`src/rtl/cpu_parameters.sv`:
```
// Shared CPU-wide constants and types used by the instruction-fetch stage.
package cpu_parameters;

    localparam int unsigned xlen = 32;
    localparam logic [31:0] NOP_INSTR = 32'h0000_0013;

    typedef enum logic [1:0] {
        IDLE = 2'b00,
        REQ  = 2'b01,
        WAIT = 2'b10,
        HOLD = 2'b11
    } ifetch_state_t;

    // An instruction address must be word aligned; low two bits flag a misaligned fetch.
    function automatic logic is_misaligned(input logic [1:0] addr_lsb);
        return (addr_lsb != 2'b00);
    endfunction

endpackage

```
`src/rtl/ifetch_unit.sv`:
```
// Instruction-fetch stage: one outstanding imem request, holds the returned word
// until the PC generator accepts it, and discards responses killed by a flush.
module ifetch_unit
    import cpu_parameters::*;
#(
    parameter int unsigned XLEN      = cpu_parameters::xlen,
    parameter logic [31:0] NOP_INSTR = cpu_parameters::NOP_INSTR
) (
    input  logic            clk,
    input  logic            rst_n,
    input  logic [XLEN-1:0] next_pc,
    input  logic            next_pc_valide,
    input  logic            flush,
    output logic [31:0]     instruction,
    output logic            instr_valid,
    input  logic            ok_i,
    output logic [XLEN-1:0] fetch_pc,
    output logic            misaligned,
    output logic            imem_req,
    output logic [XLEN-1:0] imem_addr,
    input  logic            imem_gnt,
    input  logic            imem_rvalid,
    input  logic [31:0]     imem_rdata
);

    ifetch_state_t   r_state;
    logic [XLEN-1:0] r_addr;
    logic [31:0]     r_instruction;
    logic            r_instr_valid;
    logic [XLEN-1:0] r_fetch_pc;
    logic            r_misaligned;
    logic            r_kill;
    logic            r_imem_req;
    logic [XLEN-1:0] r_imem_addr;

    ifetch_state_t   w_state_next;
    logic            w_mis;
    logic            w_in_flight;
    logic            w_data;
    logic            w_flush_kill;
    logic            w_kill_next;
    logic            w_launch_req;
    logic            w_load_data;
    logic            w_load_mis;
    logic            w_clear_out;

    // Response qualification: a live rvalid only counts once our request is granted.
    always_comb begin
        w_mis        = is_misaligned(next_pc[1:0]);
        w_in_flight  = (r_state == WAIT) || ((r_state == REQ) && imem_gnt);
        w_data       = imem_rvalid && !r_kill && w_in_flight;
        // A flush that leaves a granted request unanswered must swallow its response.
        w_flush_kill = flush && w_in_flight && !w_data;
        if (w_flush_kill) begin
            w_kill_next = 1'b1;
        end else if (imem_rvalid && r_kill) begin
            w_kill_next = 1'b0;
        end else begin
            w_kill_next = r_kill;
        end
    end

    // Next-state and datapath load controls; flush overrides every other event.
    always_comb begin
        w_state_next = r_state;
        w_launch_req = 1'b0;
        w_load_data  = 1'b0;
        w_load_mis   = 1'b0;
        w_clear_out  = 1'b0;
        if (flush) begin
            w_clear_out = 1'b1;
            if (next_pc_valide) begin
                w_state_next = REQ;
                w_launch_req = 1'b1;
            end else begin
                w_state_next = IDLE;
            end
        end else begin
            case (r_state)
                IDLE: begin
                    if (next_pc_valide) begin
                        if (w_mis) begin
                            w_state_next = HOLD;
                            w_load_mis   = 1'b1;
                        end else begin
                            w_state_next = REQ;
                            w_launch_req = 1'b1;
                        end
                    end else begin
                        w_state_next = IDLE;
                    end
                end
                REQ: begin
                    if (imem_gnt) begin
                        if (w_data) begin
                            w_state_next = HOLD;
                            w_load_data  = 1'b1;
                        end else begin
                            w_state_next = WAIT;
                        end
                    end else begin
                        w_state_next = REQ;
                    end
                end
                WAIT: begin
                    if (w_data) begin
                        w_state_next = HOLD;
                        w_load_data  = 1'b1;
                    end else begin
                        w_state_next = WAIT;
                    end
                end
                HOLD: begin
                    if (ok_i) begin
                        w_clear_out = 1'b1;
                        if (next_pc_valide) begin
                            w_state_next = REQ;
                            w_launch_req = 1'b1;
                        end else begin
                            w_state_next = IDLE;
                        end
                    end else begin
                        w_state_next = HOLD;
                    end
                end
                default: begin
                    w_state_next = IDLE;
                end
            endcase
        end
    end

    // FSM state, kill flag and the registered memory request.
    always_ff @(posedge clk or negedge rst_n) begin
        if (!rst_n) begin
            r_state     <= IDLE;
            r_kill      <= 1'b0;
            r_imem_req  <= 1'b0;
            r_imem_addr <= {XLEN{1'b0}};
            r_addr      <= {XLEN{1'b0}};
        end else begin
            r_state    <= w_state_next;
            r_kill     <= w_kill_next;
            r_imem_req <= (w_state_next == REQ);
            if (w_launch_req || w_load_mis) begin
                r_addr <= next_pc;
            end else begin
                r_addr <= r_addr;
            end
            if (w_launch_req) begin
                r_imem_addr <= next_pc;
            end else begin
                r_imem_addr <= r_imem_addr;
            end
        end
    end

    // Word presented to the PC generator; frozen while held and not accepted.
    always_ff @(posedge clk or negedge rst_n) begin
        if (!rst_n) begin
            r_instruction <= NOP_INSTR;
            r_instr_valid <= 1'b0;
            r_fetch_pc    <= {XLEN{1'b0}};
            r_misaligned  <= 1'b0;
        end else if (w_load_data) begin
            r_instruction <= imem_rdata;
            r_instr_valid <= 1'b1;
            r_fetch_pc    <= r_addr;
            r_misaligned  <= 1'b0;
        end else if (w_load_mis) begin
            r_instruction <= NOP_INSTR;
            r_instr_valid <= 1'b1;
            r_fetch_pc    <= next_pc;
            r_misaligned  <= 1'b1;
        end else if (w_clear_out) begin
            r_instruction <= NOP_INSTR;
            r_instr_valid <= 1'b0;
            r_misaligned  <= 1'b0;
        end else begin
            r_instruction <= r_instruction;
            r_instr_valid <= r_instr_valid;
            r_fetch_pc    <= r_fetch_pc;
            r_misaligned  <= r_misaligned;
        end
    end

    assign instruction = r_instruction;
    assign instr_valid = r_instr_valid;
    assign fetch_pc    = r_fetch_pc;
    assign misaligned  = r_misaligned;
    assign imem_req    = r_imem_req;
    assign imem_addr   = r_imem_addr;

endmodule

```
`config.mk`:
```
export PLATFORM = sky130hd
export DESIGN_NAME = ifetch_unit
export DESIGN_NICKNAME = d
export VERILOG_FILES = /design/src/rtl/cpu_parameters.sv /design/src/rtl/ifetch_unit.sv
export SDC_FILE = /design/constraint.sdc
export NUM_CORES = 1
export LEC_CHECK = 0
export BUFFER_PORTS_ARGS = -buffer_cell sky130_fd_sc_hd__buf_2
export CAP_MARGIN = 5
export CORE_MARGIN = 1.5
export CORE_UTILIZATION = 52
export CTS_CLUSTER_SIZE = 30
export DETAILED_ROUTE_END_ITERATION = 16
export GPL_TIMING_DRIVEN = 0
export HOLD_SLACK_MARGIN = 0.06
export PLACE_DENSITY = 0.8
export RECOVER_POWER = 25
export SETUP_SLACK_MARGIN = 0.3
export SLEW_MARGIN = 20
export SYNTH_ARGS = -nofsm -noshare
export SYNTH_HDL_FRONTEND = slang
export SYNTH_SLANG_ARGS = --single-unit
```
`constraint.sdc`:
```
create_clock -name clk -period 2.4 [get_ports clk]
set_clock_uncertainty 0.1 [all_clocks]
set_input_delay 0.24 -clock clk [delete_from_list [all_inputs] [get_ports clk]]
set_output_delay 0.24 -clock clk [all_outputs]
set_load 0.02 [all_outputs]
```
* Yosys cells after proc, flatten, opt, wreduce, memory -nomap -nowiden *
Index checks and enable logic that the tools add are counted.

storage, ports and cells
  register bits after elaboration = 134
  word-level logic and storage cells = 64
  input bits = 71

operators by class
  equal/unequal tests = 4
  mux-type cells = 36
  reduce and logical (&&, ||, !) cells = 15

operators by type and width
  cell                                                                    number
  32-bit 2-to-1 mux                                                       5
  1-bit 2-to-1 mux                                                        23
  2-bit 2-to-1 mux                                                        5
  2-bit one-hot mux with 4 select lines                                   1
  1-bit logical AND                                                       6
  2-bit nonzero test                                                      3
  2-bit by 1-bit equality test with 1-bit output (second input constant)  2
  2-bit equality test (second input constant)                             2
  1-bit one-hot mux with 2 select lines                                   2
  3-bit nonzero test                                                      1
  1-bit logical NOT                                                       2
  2-bit logical NOT                                                       1
  1-bit logical OR                                                        2

* Logic depth before layout (Yosys ltp) *
  word-level depth = 9
  depth in mapped cells = 7
  depth with buffers taken out = 5

* Least setup slack after synthesis *
Ideal clock, no wire load.

  path type = flip-flop to flip-flop
  from = register r_state[0]
  to = register r_addr[10]
  clock period less this slack = 2090 ps
  setup slack = 310 ps
  arrival time = 1864 ps
  required time = 2175 ps
  path buffers = 1
  cell stages (with the launch flop) = 7
  cells stage by stage = dfrtp_1 > inv_1 > ha_1 > and3b_1 > o41ai_4 > buf_6 > mux2_4

on the way
  word-level cells in the longest chain between the ends = 4

ends and longest elaborated chain
  element                                                                    line                source
  start, declared                                                            ifetch_unit.sv:26   ifetch_state_t r_state;
  start signal, assigned                                                     ifetch_unit.sv:142  r_state <= w_state_next;
  2-bit equality test or 2-bit logical NOT (tied branches)                   ifetch_unit.sv:79   case (r_state)
  1-bit one-hot mux with 2 select lines or 1-bit 2-to-1 mux (tied branches)  ifetch_unit.sv:79
  1-bit 2-to-1 mux                                                           ifetch_unit.sv:70   if (flush) begin
  1-bit logical OR (*)                                                       ifetch_unit.sv:145  if (w_launch_req || w_load_mis) begin
  end signal, assigned                                                       ifetch_unit.sv:140  r_addr <= {XLEN{1'b0}};
  end signal, assigned                                                       ifetch_unit.sv:146  r_addr <= next_pc;
  end signal, assigned                                                       ifetch_unit.sv:148  r_addr <= r_addr;
  end, declared                                                              ifetch_unit.sv:27   logic [XLEN-1:0] r_addr;

Every way passes the cells marked *; elsewhere a longest branch is shown, timed or not.
A chain may end at the register's enable or synchronous reset.

* Final worst setup path *
  from = register r_state[1]
  to = register r_addr[17]

The elaborated chain is that of the path after synthesis.

==> run metrics <==
status=complete, no violations; via-per-instance ratio=5.74; # diodes=0; Synth top area share=a little over half; Synth Cell Area=0.00602 mm2; Iter 0 DRT Violations=426; final hold vios=0; crit path time final=approximately 2200 ps; area of placed instances=0.00707 mm2; final WL=approximately 17000 um; routing usage on met3=about 6.0%; nets@finish=825; Post-synth EDFFs=0; fmax=458 MHz; Area Growth Syn to Fin=40.7%; IO Port Bufs=167; Core Rows=39; Synth Area per Inst=12.2 um2; Setup Viol. Count Final=0; initial antenna violation count=0; final instance area=0.00846 mm2; RePlAce Congestion=0.822; worst slew pin tran=1370 ps; max_cap viols=0; Routed WL per cell=18.8 um; Place WS=-63.4 ps; asr flop ratio synth=100%; post-synth cell types=44; TritonCTS clock tree=done; RSZ-0062 raised after global routing=true; met2 Use GR=46.6%; cell count after synthesis=494; Fill cells=746; Clock Sinks=approximately 130; Congestion Overflow GR=0; met1 Track Usage GR=36.4%; Tot Pwr=0.00881 W; final worst setup slack=about 220 ps; Slew Limit Fails=0; Ports=170; number of remaining DRC errors=0; clock root buffer=clkbuf_16; largest net degree at the start of global routing=83; hold path cells=3; crit path DAT=2380 ps; via count=5190; most frequent cell after synthesis=dfrtp_1; Initial Util=52.9%; die area=0.0122 mm2; CP Capture Type=register; core area=0.0114 mm2; maximum VDD drop=0.762 mV; critical path startpoint category=register; Leak=about 4 nW; Synth Warn #=0; Reg2Reg Depth=7; worst-path fanout max=10; Crit Path Class=register to register; post-synthesis sequential area ratio=55.8%; die width=111 um; WP data required=2600 ps; Power Density=1040 mW/mm2; Synth Flop Type=dfrtp_1; first drt pass iteration count=5; H-tree depth=4; Routed Antenna Nets=0; Slew headroom=under 10%; HP Class=input port to register; first-pass GRT wire length=about 28000 um; clk_lat worst skew=a little over 400 ps; total CTS buffers=17; most common library cells after synthesis=dfrtp_1 (131), o21ai_0 (64), clkbuf_1 (36), nor3_1 (33), a31oi_1 (32); Synth Net Count=570; area leader, netlist=dfrtp_1; synth top area cells=dfrtp_1 (54%), mux2_4 (7.5%), mux2_1 (5.6%); Final HPWL DP=around 10000 um; global route hottest layer=met2; Die Ht=111 um; final core utilization=74.4%; layout cell share with drive strength beyond 1=between 30% and 40%; GRT Total Usage=28.4%; vias in the first global route=5468; fin crit share=91.0%; Clock transition at path regs=60 ps; flops & latches, synth=134; clk buf depth=2
==> kinds of logic after synthesis <==
kind of cell    share of synthesized area, %
mux                                     13.5
buf+inv                                 3.91
flops                                   55.8
simple gates                            9.94
fa+ha+maj                               1.21
compound gates                          15.7
==> worst paths after layout <==
kind	from	end	slack, ps
max	r_state[1]$_DFF_PN0_	r_addr[17]$_DFFE_PN0P_	220
min	imem_rvalid	r_kill$_DFFE_PN0P_	80
max reg2reg	r_state[1]$_DFF_PN0_	r_addr[17]$_DFFE_PN0P_	220
min reg2reg	imem_addr[24]$_DFFE_PN0P_	imem_addr[24]$_DFFE_PN0P_	380
max in group asynchronous	rst_n	fetch_pc[30]$_DFFE_PN0P_	620
min in group asynchronous	rst_n	imem_addr[7]$_DFFE_PN0P_	570
==> stage by stage <==
step | setup TNS, ps | hold WS, ps | instances
after floorplan | 0 | -156 | 494
after global placement | -94350 | 350 | 804
after detailed placement | -1230 | 77.8 | 805
after CTS | 0 | 62.9 | 904
after global routing | 0 | 74.1 | 904
final | 0 | 77.8 | 904
==> critical path: stages (launching register included) <==
cell and delay (ps):
dfrtp_1 390, inv_2 80, ha_4 290, and3b_1 220, o41ai_4 340, buf_6 190, buf_12 150, mux2_4 310
==> area by class of cell <==
type                       instances  area (um2)  share of cell area, %
buffer                            47         277                   3.27
clock buffer                      23         498                   5.88
clock inverter                     8         120                   1.42
inverter                           5        18.8                  0.222
multi-input combinational        308        2470                   29.2
sequential                       134        3360                   39.7
tap                              143         179                   2.11
timing repair buffer             236        1540                   18.2
==> placed cells by master, fill, tap and decap left out, types with 2 or more instances in the layout <==
cell type      Yosys  routed
clkinv_2           0       3
mux2_2             2       2
mux2_4            30      30
buf_2              5     169
clkbuf_8           0       5
nand2_1            8       8
a21oi_1            4       3
o31a_1             3       3
nand4_1            2       2
buf_6              4       3
ha_1               5       3
inv_2              0       2
nor2b_1            3       3
clkbuf_2           0      19
nor3_1            33      32
nand3_1            2       2
dlygate4sd3_1      0      65
bufinv_16          0       3
clkbuf_1          36      17
a31oi_1           32      32
dfstp_2            3       3
inv_1              5       3
buf_12             0       2
a21o_1             2       2
o2bb2ai_1         29      29
dfrtp_1          131     131
nand3b_1          31      31
mux2_1            30      30
o21ai_0           64      64
nand2b_1           2       2
nor2_1             3       2
o311ai_1           2       2
clkbuf_16          0      17
buf_4              1       6
and3b_1            3       3
or3_1              3       3
clkinvlp_4         0       2
==> layer usage <==
layer	part of all wire, %	up-vias	wire (um)
met4	2.3	0	389
met5	0	-	0
li1	-	2342	-
met3	5.7	34	964
met1	42	2574	7130
met2	50	240	8530
==> report_power, final <==
part	switching [W]	internal, W	total, W
logic	0.00170	0.00115	0.00285
clock network	0.000942	0.00176	0.00270
registers	0.000360	0.00290	0.00326
total	0.00300	0.00581	0.00881
==> state kept, by name, summed over array words and instances (netlist names) <==
register     count
r_kill           1
instruction     32
r_addr          32
r_state          2
misaligned       1
imem_addr       32
imem_req         1
instr_valid      1
fetch_pc        32
==> timing repair <==
item / CTS / global route
pin swaps: 1 / 0
gates resized for setup: 31 / 22
cloned: 1 / 0
setup endpoints to repair: 128 / 125
endpoints found under the hold margin: 178 / 0
hold buffers: 65 / 0
buffers inserted: 2 / 0
Note: power is estimated with default switching activity, not from simulation.
